### config.mk
export PLATFORM = sky130hd
export DESIGN_NAME = ps2_scancode_decoder_flat
export DESIGN_NICKNAME = d
export VERILOG_FILES = /design/src/rtl/ps2_scancode_decoder_if.sv /design/src/rtl/ps2_scancode_decoder.sv /design/src/flat_wrapper.sv
export SDC_FILE = /design/constraint.sdc
export NUM_CORES = 1
export LEC_CHECK = 0
export ABC_AREA = 1
export BUFFER_PORTS_ARGS = -buffer_cell sky130_fd_sc_hd__clkbuf_2
export CAP_MARGIN = 30
export CELL_PAD_IN_SITES_DETAIL_PLACEMENT = 1
export CELL_PAD_IN_SITES_GLOBAL_PLACEMENT = 2
export CORE_MARGIN = 2
export CORE_UTILIZATION = 34
export CTS_BUF_LIST = sky130_fd_sc_hd__clkbuf_8 sky130_fd_sc_hd__clkbuf_16
export CTS_CLUSTER_SIZE = 8
export DETAILED_ROUTE_END_ITERATION = 10
export PLACE_DENSITY_LB_ADDON = 0.1
export SKIP_CTS_REPAIR_TIMING = 1
export SYNTH_ARGS = -nofsm -noshare
export SYNTH_HDL_FRONTEND = slang
export SYNTH_SLANG_ARGS = --single-unit
### constraint.sdc
create_clock -name Clock -period 2.1 [get_ports Clock]
set_clock_uncertainty 0.2 [all_clocks]
set_input_delay 0.315 -clock Clock [delete_from_list [all_inputs] [get_ports Clock]]
set_output_delay 0.315 -clock Clock [all_outputs]
set_load 0.05 [all_outputs]
### src/rtl/ps2_scancode_decoder_if.sv
`default_nettype none
// ============================================================================
// Module   : ps2_scancode_decoder_if
// Brief    : Byte-in / key-event-out bundle for the PS/2 scan-code decoder.
// Revision : 1.0  initial release
// ============================================================================
interface ps2_scancode_decoder_if;
   logic [7:0] iData;
   logic       iValid;
   logic       iRead;
   logic       oValid;
   logic [7:0] oKeyCode;
   logic       oBreak;
   logic       oExtended;
   logic [7:0] oAscii;
   logic       oShift;
   logic       oError;
   logic       oOverflow;

   modport master (
      output iData, iValid, iRead,
      input  oValid, oKeyCode, oBreak, oExtended, oAscii, oShift, oError, oOverflow
   );

   modport slave (
      input  iData, iValid, iRead,
      output oValid, oKeyCode, oBreak, oExtended, oAscii, oShift, oError, oOverflow
   );
endinterface
`default_nettype wire

### src/rtl/ps2_scancode_decoder.sv
`default_nettype none
// ============================================================================
// Module   : ps2_scancode_decoder
// Brief    : Tracks E0/F0 prefixes, emits key events into a FWFT event FIFO.
// Revision : 1.0  initial release
// ============================================================================
module ps2_scancode_decoder #(
   parameter int FIFO_DEPTH = 4,
   parameter int ADDR_W     = 2
) (
   input  wire                  Clock,
   input  wire                  Reset,
   ps2_scancode_decoder_if.slave bus
);

   typedef enum logic [1:0] {
      ST_IDLE     = 2'd0,
      ST_GOT_E0   = 2'd1,
      ST_GOT_F0   = 2'd2,
      ST_GOT_E0F0 = 2'd3
   } state_t;

   typedef struct packed {
      logic [7:0] code;
      logic       brk;
      logic       ext;
      logic [7:0] ascii;
   } event_t;

   localparam logic [ADDR_W:0] c_depth = (ADDR_W+1)'(FIFO_DEPTH);
   localparam logic [7:0]      c_e0    = 8'hE0;
   localparam logic [7:0]      c_f0    = 8'hF0;

   state_t            r_state, w_state_nxt;
   logic              w_emit, w_ext, w_brk, w_err;
   logic              r_lshift, r_rshift, r_error, r_overflow;
   logic              w_shift;
   event_t            w_event;
   event_t            r_mem [FIFO_DEPTH];
   logic [ADDR_W-1:0] r_wr_ptr, r_rd_ptr;
   logic [ADDR_W:0]   r_count;
   logic              w_full, w_nonempty, w_pop, w_push;

   function automatic logic [7:0] map_ascii(input logic [7:0] code, input logic shift);
      logic [7:0] a;
      a = 8'h00;
      case (code)
         8'h45: a = 8'h30;
         8'h16: a = 8'h31;
         8'h1E: a = 8'h32;
         8'h26: a = 8'h33;
         8'h25: a = 8'h34;
         8'h2E: a = 8'h35;
         8'h36: a = 8'h36;
         8'h3D: a = 8'h37;
         8'h3E: a = 8'h38;
         8'h46: a = 8'h39;
         8'h1C: a = shift ? 8'h41 : 8'h61;
         8'h32: a = shift ? 8'h42 : 8'h62;
         8'h21: a = shift ? 8'h43 : 8'h63;
         8'h23: a = shift ? 8'h44 : 8'h64;
         8'h24: a = shift ? 8'h45 : 8'h65;
         8'h2B: a = shift ? 8'h46 : 8'h66;
         8'h5A: a = 8'h0D;
         8'h29: a = 8'h20;
         8'h66: a = 8'h08;
         default: a = 8'h00;
      endcase
      return a;
   endfunction

   always_ff @(posedge Clock or negedge Reset) begin
      if (!Reset) r_state <= ST_IDLE;
      else        r_state <= w_state_nxt;
   end

   always_comb begin
      w_state_nxt = r_state;
      w_emit      = 1'b0;
      w_ext       = 1'b0;
      w_brk       = 1'b0;
      w_err       = 1'b0;
      if (bus.iValid) begin
         case (r_state)
            ST_IDLE: begin
               if (bus.iData == c_e0)      w_state_nxt = ST_GOT_E0;
               else if (bus.iData == c_f0) w_state_nxt = ST_GOT_F0;
               else if (bus.iData != 8'hAA && bus.iData != 8'hFA && bus.iData != 8'hEE)
                  w_emit = 1'b1;
            end
            ST_GOT_E0: begin
               if (bus.iData == c_f0)      w_state_nxt = ST_GOT_E0F0;
               else if (bus.iData != c_e0) begin
                  w_emit      = 1'b1;
                  w_ext       = 1'b1;
                  w_state_nxt = ST_IDLE;
               end
            end
            ST_GOT_F0: begin
               w_state_nxt = ST_IDLE;
               if (bus.iData == c_e0 || bus.iData == c_f0) w_err = 1'b1;
               else begin
                  w_emit = 1'b1;
                  w_brk  = 1'b1;
               end
            end
            default: begin
               w_state_nxt = ST_IDLE;
               if (bus.iData == c_e0 || bus.iData == c_f0) w_err = 1'b1;
               else begin
                  w_emit = 1'b1;
                  w_ext  = 1'b1;
                  w_brk  = 1'b1;
               end
            end
         endcase
      end
   end

   // ASCII is looked up with the shift state held before this edge
   assign w_shift       = r_lshift | r_rshift;
   assign w_event.code  = bus.iData;
   assign w_event.brk   = w_brk;
   assign w_event.ext   = w_ext;
   assign w_event.ascii = w_ext ? 8'h00 : map_ascii(bus.iData, w_shift);

   always_ff @(posedge Clock or negedge Reset) begin
      if (!Reset) begin
         r_lshift <= 1'b0;
         r_rshift <= 1'b0;
         r_error  <= 1'b0;
      end else begin
         r_error <= w_err;
         if (w_emit && !w_ext) begin
            if (bus.iData == 8'h12) r_lshift <= !w_brk;
            if (bus.iData == 8'h59) r_rshift <= !w_brk;
         end
      end
   end

   assign w_nonempty = (r_count != '0);
   assign w_full     = (r_count == c_depth);
   assign w_pop      = bus.iRead && w_nonempty;
   // A full FIFO still accepts a write when the head leaves on the same edge
   assign w_push     = w_emit && (!w_full || w_pop);

   always_ff @(posedge Clock) begin
      if (w_push) r_mem[r_wr_ptr] <= w_event;
   end

   always_ff @(posedge Clock or negedge Reset) begin
      if (!Reset) begin
         r_wr_ptr   <= '0;
         r_rd_ptr   <= '0;
         r_count    <= '0;
         r_overflow <= 1'b0;
      end else begin
         if (w_push) r_wr_ptr <= r_wr_ptr + 1'b1;
         if (w_pop)  r_rd_ptr <= r_rd_ptr + 1'b1;
         case ({w_push, w_pop})
            2'b10:   r_count <= r_count + 1'b1;
            2'b01:   r_count <= r_count - 1'b1;
            default: r_count <= r_count;
         endcase
         if (w_emit && !w_push) r_overflow <= 1'b1;
      end
   end

   assign bus.oValid    = w_nonempty;
   assign bus.oKeyCode  = w_nonempty ? r_mem[r_rd_ptr].code  : 8'h00;
   assign bus.oBreak    = w_nonempty ? r_mem[r_rd_ptr].brk   : 1'b0;
   assign bus.oExtended = w_nonempty ? r_mem[r_rd_ptr].ext   : 1'b0;
   assign bus.oAscii    = w_nonempty ? r_mem[r_rd_ptr].ascii : 8'h00;
   assign bus.oShift    = w_shift;
   assign bus.oError    = r_error;
   assign bus.oOverflow = r_overflow;

endmodule
`default_nettype wire

### src/flat_wrapper.sv
// flat-port wrapper written by rule: the top's interface ports become plain ports
module ps2_scancode_decoder_flat 
#(
   parameter int FIFO_DEPTH = 4,
   parameter int ADDR_W     = 2
)
  (Clock, Reset, bus_iData, bus_iValid, bus_iRead, bus_oValid, bus_oKeyCode, bus_oBreak, bus_oExtended, bus_oAscii, bus_oShift, bus_oError, bus_oOverflow);
  ps2_scancode_decoder_if bus_i ();
  input  wire Clock;
  input  wire Reset;
  input wire logic [$bits(bus_i.iData)-1:0] bus_iData;
  input wire logic [$bits(bus_i.iValid)-1:0] bus_iValid;
  input wire logic [$bits(bus_i.iRead)-1:0] bus_iRead;
  output wire logic [$bits(bus_i.oValid)-1:0] bus_oValid;
  output wire logic [$bits(bus_i.oKeyCode)-1:0] bus_oKeyCode;
  output wire logic [$bits(bus_i.oBreak)-1:0] bus_oBreak;
  output wire logic [$bits(bus_i.oExtended)-1:0] bus_oExtended;
  output wire logic [$bits(bus_i.oAscii)-1:0] bus_oAscii;
  output wire logic [$bits(bus_i.oShift)-1:0] bus_oShift;
  output wire logic [$bits(bus_i.oError)-1:0] bus_oError;
  output wire logic [$bits(bus_i.oOverflow)-1:0] bus_oOverflow;
  assign bus_i.iData = bus_iData;
  assign bus_i.iValid = bus_iValid;
  assign bus_i.iRead = bus_iRead;
  assign bus_oValid = bus_i.oValid;
  assign bus_oKeyCode = bus_i.oKeyCode;
  assign bus_oBreak = bus_i.oBreak;
  assign bus_oExtended = bus_i.oExtended;
  assign bus_oAscii = bus_i.oAscii;
  assign bus_oShift = bus_i.oShift;
  assign bus_oError = bus_i.oError;
  assign bus_oOverflow = bus_i.oOverflow;
  ps2_scancode_decoder #(.FIFO_DEPTH(FIFO_DEPTH), .ADDR_W(ADDR_W)) u_core (.Clock(Clock), .Reset(Reset), .bus(bus_i));
endmodule
; Yosys cells after proc, flatten, opt, wreduce, memory -nomap -nowiden
; Memory sizes are Yosys's and may differ from the RTL's.
; Cells that the tools add are included.
[op_classes]
n_addsub = 4
n_mul = 0
div_mod_pow = 0
n_lt_le_gt_ge = 0
eq_ne = 34
shift = 0
muxes = 35
n_bitwise = 1
reduce_logical = 20
[op_table]
columns = op, n
row1 = $pmux W8 S19, 1
row2 = $eq A8 B6 Y1 const B, 12
row3 = $eq A8 B7 Y1 const B, 5
row4 = $mux W6, 6
row5 = $eq A8 B5 Y1 const B, 4
row6 = $ne A8 B8 Y1 const B, 4
row7 = $mux W8, 3
row8 = $mux W1, 17
row9 = $eq A8 B8 Y1 const B, 2
row10 = $mux W2, 4
row11 = $logic_and A1 B1 Y1, 6
row12 = $ne A3 B1 Y1 const B, 2
row13 = $pmux W3 S2, 1
row14 = $add A2 B1 Y2 const B, 2
row15 = $eq A2 B1 Y1 const B, 2
row16 = $eq A2 B2 Y1 const B, 2
row17 = $logic_not A1 Y1, 4
row18 = $pmux W1 S2, 2
row19 = $pmux W2 S2, 1
row20 = $reduce_and A2 Y1, 2
row21 = $reduce_or A2 Y1, 2
row22 = $add A3 B1 Y3 const B, 1
row23 = $eq A3 B3 Y1 const B, 1
row24 = $reduce_and A3 Y1, 1
row25 = other kinds (6), 7
[word_totals]
regBits = 13
latch_bits = 0
mem_bits_rw = 72
mem_bits_ro = 0
input_bits = 12
output_inout_bits = 22
word_cells = 103
mem_count = 1
[mem_list]
columns = memory, words, width, read_ports, rd_clocked_by_memory_dff, write_ports, line
row1 = u_core.r_mem, 4, 18, 1, 0, 1, ps2_scancode_decoder.sv:39  ; event_t r_mem [FIFO_DEPTH];

; Logic depth before layout (Yosys ltp)
[logic_depth]
word_depth = 11
ltp_mapped = 17
depth_no_buf = 17

; Least setup slack after synthesis
; OpenSTA, ideal clock, no wires.
[synth_path]
path_type = reg-to-reg
start = register u_core.r_count[0]
end = memory u_core.r_mem[0][0] in the netlist's numbering (enable)
setup_time_ns = 0.391
arrival_ns = 2.118
t_required_ns = 1.509
setup_slack_ns = -0.608
path_stages_with_launch = 7
period_less_slack_ns = 2.708
cell_sequence = dfrtp_1 nor2_1 nand2_1 nand2_1 nand3_1 nand3_2 nor2_1
[synth_via]
elab_chain_len = 6
elab_cells_between_ends = 8
[synth_rtl]
columns = item, line
row1 = "start, declared", ps2_scancode_decoder.sv:41  ; logic [ADDR_W:0] r_count;
row2 = "start signal, assigned", ps2_scancode_decoder.sv:161  ; 2'b10: r_count <= r_count + 1'b1;
row3 = "start signal, assigned", ps2_scancode_decoder.sv:162  ; 2'b01: r_count <= r_count - 1'b1;
row4 = "start signal, assigned", ps2_scancode_decoder.sv:163  ; default: r_count <= r_count;
row5 = $reduce_bool A3 Y1, ps2_scancode_decoder.sv:141  ; assign w_nonempty = (r_count != '0);
row6 = named net bus_oValid, flat_wrapper.sv:14  ; output wire logic [$bits(bus_i.oValid)-1:0] bus_oValid;
row7 = $logic_and A1 B1 Y1, ps2_scancode_decoder.sv:143  ; assign w_pop = bus.iRead && w_nonempty;
row8 = $logic_or A1 B1 Y1, ps2_scancode_decoder.sv:145  ; assign w_push = w_emit && (!w_full || w_pop);
row9 = $logic_and A1 B1 Y1, ps2_scancode_decoder.sv:145
row10 = $mux W1, ps2_scancode_decoder.sv:148  ; if (w_push) r_mem[r_wr_ptr] <= w_event;
row11 = $mux W1 (not written as such), ps2_scancode_decoder.sv:148
row12 = "end, declared", ps2_scancode_decoder.sv:39
; The timed path passes the listed nets, and every way through them passes these cells.

; Worst setup path in the final report
[layout_path]
start = register u_core.r_rd_ptr[0]
end = output port bus_oAscii[4]
[layout_via]
elab_chain_len = 2
[layout_rtl]
columns = item, line
row1 = "start, declared", ps2_scancode_decoder.sv:40  ; logic [ADDR_W-1:0] r_wr_ptr, r_rd_ptr;
row2 = "start signal, assigned", ps2_scancode_decoder.sv:159  ; if (w_pop) r_rd_ptr <= r_rd_ptr + 1'b1;
row3 = $mem_v2 Z4 W18, -
row4 = $mux W8, ps2_scancode_decoder.sv:173  ; assign bus.oAscii = w_nonempty ? r_mem[r_rd_ptr].ascii : 8'h00;
row5 = "end, declared", flat_wrapper.sv:18  ; output wire logic [$bits(bus_i.oAscii)-1:0] bus_oAscii;
; No other way between the ends.

==> run metrics <==
status=complete, but fails checks; failing checks=negative setup slack; Routed Antenna Nets=0; clk_lat worst skew=0.33 ns; switching share of power=42.2%; fmax=457 MHz; Starting Density=34.5%; Clock transition at path regs=0.06 ns; share of cells above drive strength 1=38.9%; total gr overflow=0; leakage power=2.41 nW; sequential-to-total area share from yosys stat=60.7%; Net count, final=526; Area growth syn-to-layout=47.9%; r2r setup slk=0.18 ns; gpl congestion=0.827; max cap viols=0; HP Start=bus_iValid; first-pass GRT wire length=16400 um; Post-Layout Cell Count=657; post-synth top area cell=edfxtp_1; Final Cycle Share=104%; Core Util, Final=51.0%; drt first pass iters=4; pre-CTS WS=-0.204 ns; Final min period=2.19 ns; Sinks on Clock Net=81; Synth Register Bits=81; via density per instance=4.84; port bufs=32; vias=3179; Final Hold Fails=0; core box area=0.0113 sq mm; root buffer cell=clkbuf_16; Power, Total=9.34 mW; io pins=34; initial antenna violation count=0; area of the mapped netlist=0.00390 sq mm; origin of the critical flop-to-flop path=u_core.r_count[0]; Routed WL=11200 um; Slew Limit Fails=0; Std-Cell Rows=39; setup ws final=-0.0862 ns; Hold/Removal Path Class=in -> reg; Async SR Flop Fraction=16.0%; Post-synth EDFFs=68; DP Cell Count=630; Syn Inst Count=412; Setup CP Type=reg -> out; WHS Endpoint=u_core.bus.oError; top area cells in the synthesized netlist=edfxtp_1, nor2_1, dfrtp_1; VDD IR max=0.00107 V; die area=0.0124 sq mm; diodes inserted=0; placed instance area=0.00502 sq mm; NetSw=3.95 mW; Clock Path Buffers=2; Pint=5.40 mW; unrepaired setup endpoints after global routing=yes; Gate power share=58.9%; Max H-tree Level=3; Worst R2R Path Depth=13; CTS tree=yes; Clock Power Share=16.3%; Hold Slack=0.0601 ns; CTS buffer count=9; setup TNS=-0.251 ns; vias in the first global route=3203; Synth warnings=0; Post-Layout Inst Area=0.00577 sq mm; Hold Path Stages=2; GRT Util Overall=17.1%; wire length per cell=17.0 um; Critical Path RT=1.58 ns; Reg power frac=24.9%; chip width=111 um; Worst setup SP type=flop; Cell variety after synth=35; largest net degree at the start of global routing=22; Post-Syn Area per Cell=9.47 sq um; ys flop type=edfxtp_1; largest fanout on the critical path=8; Remaining DRCs=0; DRC violation total after the first TritonRoute iteration=117; DP HPWL=7490 um; crit path capture type=output port; Synth top cells by count=nor2_1, edfxtp_1, nand2_1; Yosys top cell area share=52.3%; die height=111 um; fillers=1257; CP Data Arrival Time=1.67 ns; Pwr Density=1620 mW/mm^2; most instantiated library cell after synthesis=nor2_1; syn nets=429; RR Endpoint=u_core.r_count[2]; # setup viols final=9
state kept, by name (all words and copies together) (netlist names), 2 cells and up:
name and flops:
u_core.r_rd_ptr 2, u_core.r_state 2, u_core.r_wr_ptr 2, u_core.r_count 3
u_core.r_mem 68
layout by cell type (no fill, tap or decap), types with 3 or more instances in the layout:
| cell | n |
|---|---|
| a21oi_1 | 6 |
| a21oi_2 | 6 |
| a21oi_4 | 11 |
| buf_12 | 20 |
| buf_4 | 46 |
| buf_6 | 8 |
| clkbuf_16 | 15 |
| clkbuf_2 | 15 |
| clkinv_1 | 4 |
| dfrtp_1 | 12 |
| edfxtp_1 | 68 |
| ha_1 | 4 |
| inv_1 | 34 |
| inv_2 | 9 |
| nand2_1 | 54 |
| nand2_2 | 6 |
| nand3_1 | 10 |
| nand4_1 | 5 |
| nor2_1 | 80 |
| nor2_2 | 18 |
| nor2_4 | 11 |
| nor3_1 | 3 |
| nor4_1 | 3 |
| o21ai_1 | 16 |
| o21ai_2 | 21 |
| xor2_1 | 3 |
cell families (layout without fill, tap and decap cells):
kind of cell / Yosys count / count (layout) / synth area share [%]
fa+ha+maj: 5 / 5 / 1.80
flops: 81 / 81 / 60.7
other cells: 1 / 1 / 0.0961
compound gates: 68 / 68 / 9.07
xor+xnor: 3 / 3 / 0.673
buf+inv: 57 / 159 / 5.64
simple gates: 197 / 197 / 22.1
power by group through the flow:
stage	logic, mW	registers (mW)	clock network, mW
after floorplan	2.76	2.30	0
after global placement	4.41	2.31	0
after detailed placement	4.49	2.32	0
after CTS	4.51	2.29	1.55
after global routing	5.81	2.35	1.61
final	5.50	2.32	1.52
cell type report:
type | instances | area, sq um | area share [%]
inverters | 45 | 181 | 3.14
clock buffers | 9 | 225 | 3.90
well taps | 143 | 179 | 3.10
multi-input cells | 274 | 1650 | 28.6
clock inverters | 7 | 62.6 | 1.08
repair buffers | 98 | 1100 | 19.1
flip-flops and latches | 81 | 2370 | 41.0
per-layer routing:
| metal | vias up | routed length (um) | GRT usage, % |
|---|---|---|---|
| li1 | 1566 | - | - |
| met1 | 1562 | 4970 | 21.7 |
| met2 | 40 | 5750 | 29.9 |
| met3 | 11 | 258 | 3.44 |
| met4 | 0 | 172 | 4.86 |
| met5 | - | 0 | 0 |
worst max path at each step:
stage                                    end          startpoint  cells after the start  slack, ns
after floorplan                bus_oAscii[3]   u_core.r_count[0]                      5      -0.02
after global placement    u_core.r_mem[0][6]        bus_iData[6]                     10      -0.21
after detailed placement  u_core.r_mem[0][6]        bus_iData[6]                     10      -0.20
after CTS                      bus_oAscii[4]  u_core.r_rd_ptr[0]                      6      -0.28
after global routing           bus_oAscii[4]  u_core.r_rd_ptr[0]                      7      -0.13
final                          bus_oAscii[4]  u_core.r_rd_ptr[0]                      7      -0.09
worst max-delay path: stages (launching register included):
cell and delay (ns):
dfrtp_2 0.38, buf_12 0.17, clkbuf_16 0.18, nor2_1 0.05
nor2_1 0.16, o21ai_2 0.10, a21oi_4 0.13, buf_6 0.17
Note: power is estimated with default switching activity, not from simulation.
